### config.mk
export PLATFORM = sky130hd
export DESIGN_NAME = if_stage
export DESIGN_NICKNAME = d
export VERILOG_FILES = /design/src/rtl/if_stage_pkg.sv /design/src/rtl/if_instruction_memory.sv /design/src/rtl/if_stage.sv
export SDC_FILE = /design/constraint.sdc
export NUM_CORES = 1
export LEC_CHECK = 0
export BUFFER_PORTS_ARGS = -buffer_cell sky130_fd_sc_hd__buf_2
export CORE_MARGIN = 2
export CORE_UTILIZATION = 56
export CTS_BUF_LIST = sky130_fd_sc_hd__clkbuf_4 sky130_fd_sc_hd__clkbuf_8
export DETAILED_ROUTE_END_ITERATION = 8
export HOLD_SLACK_MARGIN = 0.03
export MAX_ROUTING_LAYER = met4
export PLACE_DENSITY_LB_ADDON = 0.25
export SLEW_MARGIN = 20
export SYNTH_ARGS = -nofsm -noshare
export SYNTH_HDL_FRONTEND = slang
export SYNTH_SLANG_ARGS = --single-unit
### constraint.sdc
create_clock -name i_clk -period 2.2 [get_ports i_clk]
set_input_delay 0.33 -clock i_clk [delete_from_list [all_inputs] [get_ports i_clk]]
set_output_delay 0.33 -clock i_clk [all_outputs]
set_load 0.02 [all_outputs]
### src/rtl/if_stage_pkg.sv
// Shared definitions for the instruction-fetch stage: datapath width, FSM state encoding, NOP word.
package if_stage_pkg;

  localparam int ARQUITECTURE_BITS = 32;

  typedef enum logic [1:0] {
    IDLE   = 2'd0,
    RUN    = 2'd1,
    HALTED = 2'd2
  } if_state_e;

  localparam logic [ARQUITECTURE_BITS-1:0] NOP = '0;

endpackage

### src/rtl/if_instruction_memory.sv
// Sequentially loaded instruction memory with rising-edge write detect and combinational read at PC.
// Build option: IF_PC_WRAP_EN makes the read index wrap modulo the memory depth instead of returning NOP.
module if_instruction_memory
  import if_stage_pkg::*;
#(
  parameter int PC_SIZE            = ARQUITECTURE_BITS,
  parameter int WORD_SIZE_IN_BYTES = 4,
  parameter int MEM_SIZE_IN_WORDS  = 10
) (
  input  logic               i_clk,
  input  logic               i_reset,
  input  logic               i_write_mem,
  input  logic               i_block_write,
  input  logic [PC_SIZE-1:0] i_instruction,
  input  logic [PC_SIZE-1:0] i_pc,
  output logic               o_full_mem,
  output logic               o_empty_mem,
  output logic [PC_SIZE-1:0] o_instruction
);

  localparam int ADDR_LSB = $clog2(WORD_SIZE_IN_BYTES);
  localparam int IDX_W    = (MEM_SIZE_IN_WORDS > 1) ? $clog2(MEM_SIZE_IN_WORDS) : 1;
  localparam int WP_W     = $clog2(MEM_SIZE_IN_WORDS + 1);

  logic [PC_SIZE-1:0] r_mem [MEM_SIZE_IN_WORDS];
  logic [WP_W-1:0]    r_wptr;
  logic               r_write_prev;

  logic               w_write;
  logic [PC_SIZE-1:0] w_index;

  assign o_full_mem  = (r_wptr == WP_W'(MEM_SIZE_IN_WORDS));
  assign o_empty_mem = (r_wptr == '0);

  // One word per 0->1 transition of the load request, never while running or once full.
  assign w_write = i_write_mem && !r_write_prev && !o_full_mem && !i_block_write;
  assign w_index = i_pc >> ADDR_LSB;

  // NOTE: the memory array is reset explicitly because an empty memory must read back as NOPs;
  // this forces a flop-based array rather than an inferred RAM macro.
  always_ff @(posedge i_clk or negedge i_reset) begin
    if (!i_reset) begin
      for (int i = 0; i < MEM_SIZE_IN_WORDS; i++) r_mem[i] <= '0;
      r_wptr       <= '0;
      r_write_prev <= 1'b0;
    end else begin
      r_write_prev <= i_write_mem;
      if (w_write) begin
        r_mem[IDX_W'(r_wptr)] <= i_instruction;
        r_wptr                <= r_wptr + WP_W'(1);
      end
    end
  end

  // NOTE: o_instruction gets a default before any branch so no path leaves it unassigned (no latch).
  always_comb begin
    o_instruction = PC_SIZE'(NOP);
`ifdef IF_PC_WRAP_EN
    o_instruction = r_mem[IDX_W'(w_index % PC_SIZE'(MEM_SIZE_IN_WORDS))];
`else
    if (w_index < PC_SIZE'(MEM_SIZE_IN_WORDS)) o_instruction = r_mem[IDX_W'(w_index)];
`endif
  end

endmodule

### src/rtl/if_stage.sv
// Instruction-fetch stage: PC register and IDLE/RUN/HALTED control around the instruction memory.
// Build option: IF_PC_WRAP_EN (see if_instruction_memory) wraps fetch past the last loaded word.
module if_stage
  import if_stage_pkg::*;
#(
  parameter int PC_SIZE            = ARQUITECTURE_BITS,
  parameter int WORD_SIZE_IN_BYTES = 4,
  parameter int MEM_SIZE_IN_WORDS  = 10
) (
  input  logic               i_clk,
  input  logic               i_reset,
  input  logic               i_start,
  input  logic               i_halt,
  input  logic               i_not_load,
  input  logic               i_enable,
  input  logic               i_next_pc_src,
  input  logic               i_write_mem,
  input  logic [PC_SIZE-1:0] i_instruction,
  input  logic [PC_SIZE-1:0] i_next_not_seq_pc,
  output logic               o_full_mem,
  output logic               o_empty_mem,
  output logic [PC_SIZE-1:0] o_instruction,
  output logic [PC_SIZE-1:0] o_next_seq_pc
);

  if_state_e          r_state;
  logic [PC_SIZE-1:0] r_pc;
  logic [PC_SIZE-1:0] w_seq_pc;

  assign w_seq_pc      = r_pc + PC_SIZE'(WORD_SIZE_IN_BYTES);
  assign o_next_seq_pc = w_seq_pc;

  // NOTE: state registers use non-blocking assignments so every flop samples pre-edge values.
  always_ff @(posedge i_clk or negedge i_reset) begin
    if (!i_reset) begin
      r_state <= IDLE;
      r_pc    <= '0;
    end else if (i_enable) begin
      unique case (r_state)
        IDLE, HALTED: begin
          // Start outranks a simultaneous halt; the halt is seen again once running.
          if (i_start) begin
            r_state <= RUN;
            r_pc    <= '0;
          end
        end
        RUN: begin
          if (i_halt)             r_state <= HALTED;
          else if (!i_not_load)   r_pc    <= i_next_pc_src ? i_next_not_seq_pc : w_seq_pc;
        end
        default: r_state <= IDLE;
      endcase
    end
  end

  if_instruction_memory #(
    .PC_SIZE           (PC_SIZE),
    .WORD_SIZE_IN_BYTES(WORD_SIZE_IN_BYTES),
    .MEM_SIZE_IN_WORDS (MEM_SIZE_IN_WORDS)
  ) u_imem (
    .i_clk        (i_clk),
    .i_reset      (i_reset),
    .i_write_mem  (i_write_mem),
    .i_block_write(r_state == RUN),
    .i_instruction(i_instruction),
    .i_pc         (r_pc),
    .o_full_mem   (o_full_mem),
    .o_empty_mem  (o_empty_mem),
    .o_instruction(o_instruction)
  );

endmodule

==> flow_summary.json, run 1 <==
{
  "vias": 12818,
  "grt_max_degree": 84,
  "swShare_pct": 31.5,
  "fin_crit_sh_pct": 143,
  "syn_nets": 1382,
  "dpl_worst_slack_ns": -0.545,
  "synth_cells": 1305,
  "synth_area_leaders": "dfrtp_1 51%, mux2_2 21%, mux4_2 8.3%",
  "use_met2_pct": 47.7,
  "drtAntennaViolNets": 0,
  "die_y_um": 181,
  "hold_slack_ns": 0.0636,
  "cp_max_fo": 7,
  "rsz0062_at_grt": "true",
  "status": "finished with violations",
  "dr.pass1.iters": 6,
  "grt_busiest_layer": "met2",
  "initial_utilization_pct": 56.9,
  "ys_types": 57,
  "num_antenna_cells": 0,
  "setup_slack_ns": -0.938,
  "cts_num_sinks": 359,
  "yosysTopAreaCell": "dfrtp_1",
  "dp_hpwl_um": 26800,
  "critical_path_class": "flop to output pin",
  "ys.flop_type": "dfrtp_1",
  "start_kind": "flop",
  "drc": 0,
  "ys_async_sr_fraction_pct": 100,
  "cap_violations": 0,
  "final_nets": 1683,
  "htree_levels": 2,
  "grtUsageMet1_pct": 39.2,
  "die-area_um2": 32600,
  "cp.required_ns": 1.87,
  "mostFrequentLayoutCell": "dfrtp_1",
  "grt_pass1_wl_um": 74000,
  "tightest_slew_ns": 0.515,
  "layout_common_cells": "354 x dfrtp_1, 326 x mux2_2, 159 x buf_4, 82 x clkbuf_8, 75 x buf_2",
  "arrival_ns": 2.81,
  "p_comb_share_pct": 38.2,
  "max_clock_freq_ghz": 0.319,
  "max_stage_delay_ns": 0.45,
  "gr-usage-met3_pct": 4.53,
  "cts_made_buffers": 58,
  "synth_warnings": 0,
  "fin_skew_ns": 0.0311,
  "clkPwrFrac_pct": 22.9,
  "gp_congestion": 0.925,
  "rrSetupSlack_ns": -0.12,
  "grt_overflow": 0,
  "peakVddDrop_mv": 0.873,
  "antenna_found_initial": 0,
  "report.final.slew_viol_count": 0,
  "wl_per_cell_um": 24.4,
  "first_global_vias": 13089,
  "clkTransAtPathRegs_ns": 0.06,
  "viasPerCell": 6.26,
  "synth_seq_area_share_pct": 51.5,
  "power.total_w": 0.0271,
  "drive_above_1_share_pct": 60.0,
  "area_delta_synth_final_pct": 32.4,
  "crit_chain": "nor4_4 -> nand2_2 -> nor4_4 -> nand4_1 -> buf_6 -> buf_8 -> buf_16 -> nor3_4 -> buf_6",
  "failed_checks": "setup timing",
  "critPathTopFamily": "simple AND/OR/NAND/NOR gates",
  "cts_tree": "built",
  "ys_seq_elements": 359,
  "drt-total-wl_um": 50000,
  "fp-row-count": 64,
  "portBuffers": 137,
  "min_path_type": "input pin to flop",
  "tns_ns": -41.26,
  "die_x_um": 181,
  "grt_usage_pct": 29.6,
  "max-clock-path-buffers": 3,
  "finalHoldViolCount": 0,
  "crit_buf_inv": 4,
  "finish.utilization_pct": 75.4,
  "synth_edf_count": 0,
  "ios": 138,
  "clk_latency_ns": 0.60,
  "critPathSlowestCell": "dfrtp_1",
  "p_int_w": 0.0186,
  "critPathCaptureType": "output pin",
  "min_period_ns": 3.14,
  "power.leakage_nw": 10.7,
  "core_area_um2": 30700,
  "drtIter0Drc": 1164,
  "cts_root_buf": "clkbuf_8",
  "p_per_area_nw_per_um2": 1170,
  "setup_viol": 63,
  "yosysTopAreaCellShare_pct": 51.5,
  "postSynthAreaPerCell_um2": 13.4,
  "slew_headroom_pct": 65.7,
  "netlist_area_um2": 17500,
  "seqPwrFrac_pct": 38.9,
  "p_sw_w": 0.00854
}
kinds of logic (layout without fill, tap and decap cells):
group	count (synthesis)	after routing	share of synthesized area, %
mux	433	433	31.8
fa+ha+maj	5	5	0.358
simple gates	191	191	5.58
compound gates	155	155	5.66
flops	359	359	51.5
xor+xnor	31	31	1.56
buf+inv	131	477	3.56
worst reg2reg max path, delay by kind of cell (launching register included):
family / cells / cell delay, ns
flops: 1 / 0.61
simple gates: 5 / 1.20
buf+inv: 3 / 0.43
timing repair:
action	in CTS	in global routing
resized for setup	255	76
setup endpoints to repair	63	74
pin swaps	48	38
endpoints found under the hold margin	76	0
gates cloned	5	2
hold buffers	11	0
buffers inserted	46	30
synth_stat cells (all sizes together), types with 10 or more instances:
cell    count
mux2      336
nor2       61
nor3       29
nand3      22
mux4       64
a21boi     16
mux2i      33
clkbuf     33
xnor2      19
a211oi     16
nand2      33
dfrtp     359
nor4       10
buf        88
a22oi      12
xor2       12
a21oi      15
o21ai      64
worst paths after layout:
kind | startpoint | endpoint | depth (start not counted)
min reg2reg | u_imem.r_mem[31] | u_imem.r_mem[31] | 1
min in group asynchronous | i_reset | r_pc[26] | 2
max reg2reg | r_pc[5] | r_pc[25] | 8
max in group asynchronous | i_reset | u_imem.r_mem[167] | 3
max | r_pc[9] | o_instruction[5] | 9
min | i_start | r_state[0] | 3
final cells by class:
type / instances / area, um^2
sequential: 359 / 8990
multi-input combinational: 815 / 8880
fill: 1765 / 7550
timing repair buffer: 362 / 3430
clock buffer: 96 / 1230
tap: 396 / 495
clock inverter: 9 / 52.6
inverter: 10 / 40.0
layer usage:
metal | routed length (um) | vias up
met2 | 24900 | 565
li1 | - | 5409
met1 | 20000 | 6683
met5 | 0 | -
met3 | 3010 | 161
met4 | 2050 | 0
per-stage QoR:
stage                     std cells  instance area (um^2)
after floorplan                1305                 17700
after global placement         1856                 19700
after detailed placement       1856                 19700
after CTS                      2020                 22600
after global routing           2047                 23100
final                          2047                 23100
flip-flops by register name, summed over array words and instances (netlist names):
name,cells
r_pc,32
r_state,2
u_imem.r_mem,320
u_imem.r_wptr,4
u_imem.r_write_prev,1
power by group through the flow:
stage,logic (W),registers [W],clock network [W]
floorplan,0.00593,0.0100,0
global placement,0.00799,0.0103,0
detailed placement,0.00821,0.0105,0
CTS,0.00999,0.0104,0.00626
global route,0.0110,0.0108,0.00659
finish,0.0103,0.0106,0.00620
Note: power is estimated with default switching activity, not from simulation.
==> inputs of run 2 (changes only) <==
Settings changed: CORE_UTILIZATION 56 to 62.
Clock period 2.2 ns to 2.9 ns, I/O delays scaled along.
==> flow_summary.json, run 2 (synthesis gave the netlist of run 1 again) <==
{
  "vias": 11998,
  "finalHoldViolCount": 0,
  "critPathCaptureType": "output pin",
  "grt_max_degree": 81,
  "p_int_w": 0.0134,
  "portBuffers": 137,
  "fin_skew_ns": 0.0204,
  "core_area_um2": 27800,
  "ios": 138,
  "cp.required_ns": 2.47,
  "cap_violations": 0,
  "drtAntennaViolNets": 0,
  "htree_levels": 2,
  "cts_made_buffers": 59,
  "seqPwrFrac_pct": 41.2,
  "clkPwrFrac_pct": 23.5,
  "post-route-cell-area_um2": 21400,
  "drive_above_1_share_pct": 56.0,
  "start_kind": "flop",
  "die_x_um": 172,
  "largest_reg_flops": 320,
  "cp_max_fo": 16,
  "arrival_ns": 2.64,
  "min_path_type": "input pin to flop",
  "critPathSlowestCell": "dfrtp_2",
  "viasPerCell": 6.29,
  "finish.utilization_pct": 76.9,
  "die_y_um": 172,
  "ff2ff_path_depth": 6,
  "largest_registers": "u_imem.r_mem x320, r_pc x32, u_imem.r_wptr x4",
  "wl_per_cell_um": 23.3,
  "report.final.slew_viol_count": 0,
  "fin_crit_sh_pct": 106,
  "critical_path_class": "flop to output pin",
  "crit_chain": "nor4_2 -> nand2_1 -> nor4_4 -> nand4_1 -> buf_6 -> buf_12 -> nor3_4 -> buf_6",
  "tightest_slew_ns": 0.731,
  "r2r-start": "r_state[0]",
  "cts_num_sinks": 359,
  "status": "finished with violations",
  "gp_congestion": 0.897,
  "clk_latency_ns": 0.59,
  "die-area_um2": 29500,
  "cp-endpoint": "o_instruction[26]",
  "crit_path_start": "r_pc[10]",
  "grt_overflow": 0,
  "power.leakage_nw": 9.81,
  "slew_headroom_pct": 51.1,
  "antenna_found_initial": 3,
  "max-clock-path-buffers": 3,
  "clkTransAtPathRegs_ns": 0.06,
  "initial_utilization_pct": 62.8,
  "setup_slack_ns": -0.175,
  "place_area_um2": 18600,
  "final_nets": 1560,
  "cts_tree": "built",
  "p_comb_share_pct": 35.3,
  "dp_hpwl_um": 24800,
  "swShare_pct": 31.4,
  "r2r-end": "u_imem.r_mem[73]",
  "drtIter0Drc": 1046,
  "layout_common_cells": "344 x dfrtp_1, 324 x mux2_2, 95 x buf_2, 90 x buf_4, 74 x clkbuf_8",
  "failed_checks": "setup timing",
  "drt-total-wl_um": 44500,
  "cts_root_buf": "clkbuf_8",
  "mostFrequentLayoutCell": "dfrtp_1",
  "area_delta_synth_final_pct": 22.3,
  "peakVddDrop_mv": 0.563,
  "rrSetupSlack_ns": 0.45,
  "setup_viol": 33,
  "grt_usage_pct": 30.5,
  "first_global_vias": 12405,
  "p_sw_w": 0.00612,
  "max_stage_delay_ns": 0.44,
  "max_flop_register": "u_imem.r_mem",
  "crit_top_cell": "buf_6",
  "grt_pass1_wl_um": 67500,
  "min_period_ns": 3.08,
  "p_per_area_nw_per_um2": 913,
  "dr.pass1.iters": 5,
  "fp-row-count": 61,
  "rsz0062_at_grt": "true",
  "max_clock_freq_ghz": 0.325,
  "drc": 0
}
==> run 2: changes by cell type in the layout (fill, tap and decap cells not counted), moves of 9 or more <==
| cell | previous run | this run |
|---|---|---|
| buf_4 | 159 | 90 |
| buf_6 | 70 | 22 |
| buf_2 | 75 | 95 |
| buf_12 | 29 | 13 |
| nor2_4 | 21 | 7 |
| a211oi_1 | 13 | 2 |
| nor2_1 | 39 | 50 |
| dfrtp_1 | 354 | 344 |
| dfrtp_2 | 3 | 13 |
| clkbuf_4 | 14 | 23 |
| dlygate4sd3_1 | 11 | 2 |
==> run 2: power groups by stage <==
| stage | combinational [W] | clock, W | sequential (W) |
|---|---|---|---|
| 6_report | 0.00689 | 0.00458 | 0.00802 |
| 4_1_cts | 0.00633 | 0.00462 | 0.00792 |
| 5_1_grt | 0.00731 | 0.00487 | 0.00821 |
| 3_3_place_gp | 0.00515 | 0 | 0.00789 |
| 3_5_place_dp | 0.00534 | 0 | 0.00802 |
| 2_1_floorplan | 0.00418 | 0 | 0.00761 |
==> run 2: how the worst min path moves through the flow <==
stage          depth (start not counted)                   from           endpoint
2_1_floorplan                          0                i_reset            r_pc[0]
3_3_place_gp                           1                i_reset  u_imem.r_mem[159]
3_5_place_dp                           1                i_reset  u_imem.r_mem[159]
4_1_cts                                3  i_next_not_seq_pc[16]           r_pc[16]
5_1_grt                                3  i_next_not_seq_pc[16]           r_pc[16]
6_report                               3  i_next_not_seq_pc[16]           r_pc[16]
==> run 2: metal layers <==
layer | global-route usage, % | vias up | part of all wire, %
li1 | - | 5173 | -
met1 | 40.2 | 6279 | 42
met2 | 49.0 | 435 | 50
met3 | 4.79 | 111 | 5.4
met4 | 10.5 | 0 | 2.8
met5 | - | - | 0
==> run 2: critical path: cells and delay by family, from the launching register on <==
family	cells	cell delay (ns)
buffers and inverters	3	0.49
AND/OR/NAND/NOR	5	1.09
flip-flops	1	0.44
==> run 2: through the flow <==
stage / total power (W) / setup TNS [ns] / hold WS, ns / setup slack, ns / instances
finish: 0.0195 / -3.68 / 0.0870 / -0.175 / 1908
global route: 0.0204 / -7.47 / 0.101 / -0.273 / 1908
CTS: 0.0189 / -1.92 / 0.0599 / -0.101 / 1884
detailed placement: 0.0134 / -0.0173 / 0.468 / -0.0173 / 1748
global placement: 0.0130 / -0.0434 / 0.462 / -0.0234 / 1748
floorplan: 0.0118 / 0 / 0.139 / 0.342 / 1305
==> run 2: final cells by class <==
class | instances | area [um^2]
Timing Repair Buffer | 238 | 2050
Tap cell | 378 | 473
Antenna cell | 3 | 7.51
Sequential cell | 359 | 9010
Fill cell | 1673 | 6430
Clock buffer | 97 | 1190
Inverter | 10 | 37.5
Clock inverter | 8 | 51.3
Multi-Input combinational cell | 815 | 8530
==> run 2: what timing repair did <==
| item | 4_1_cts | 5_1_grt |
|---|---|---|
| hold endpoints to repair | 70 | 0 |
| buffers inserted | 23 | 18 |
| hold buffers | 2 | 0 |
| cloned | 6 | 3 |
| setup endpoints to repair | 49 | 49 |
| resized for setup | 154 | 98 |
| pin swaps | 24 | 31 |
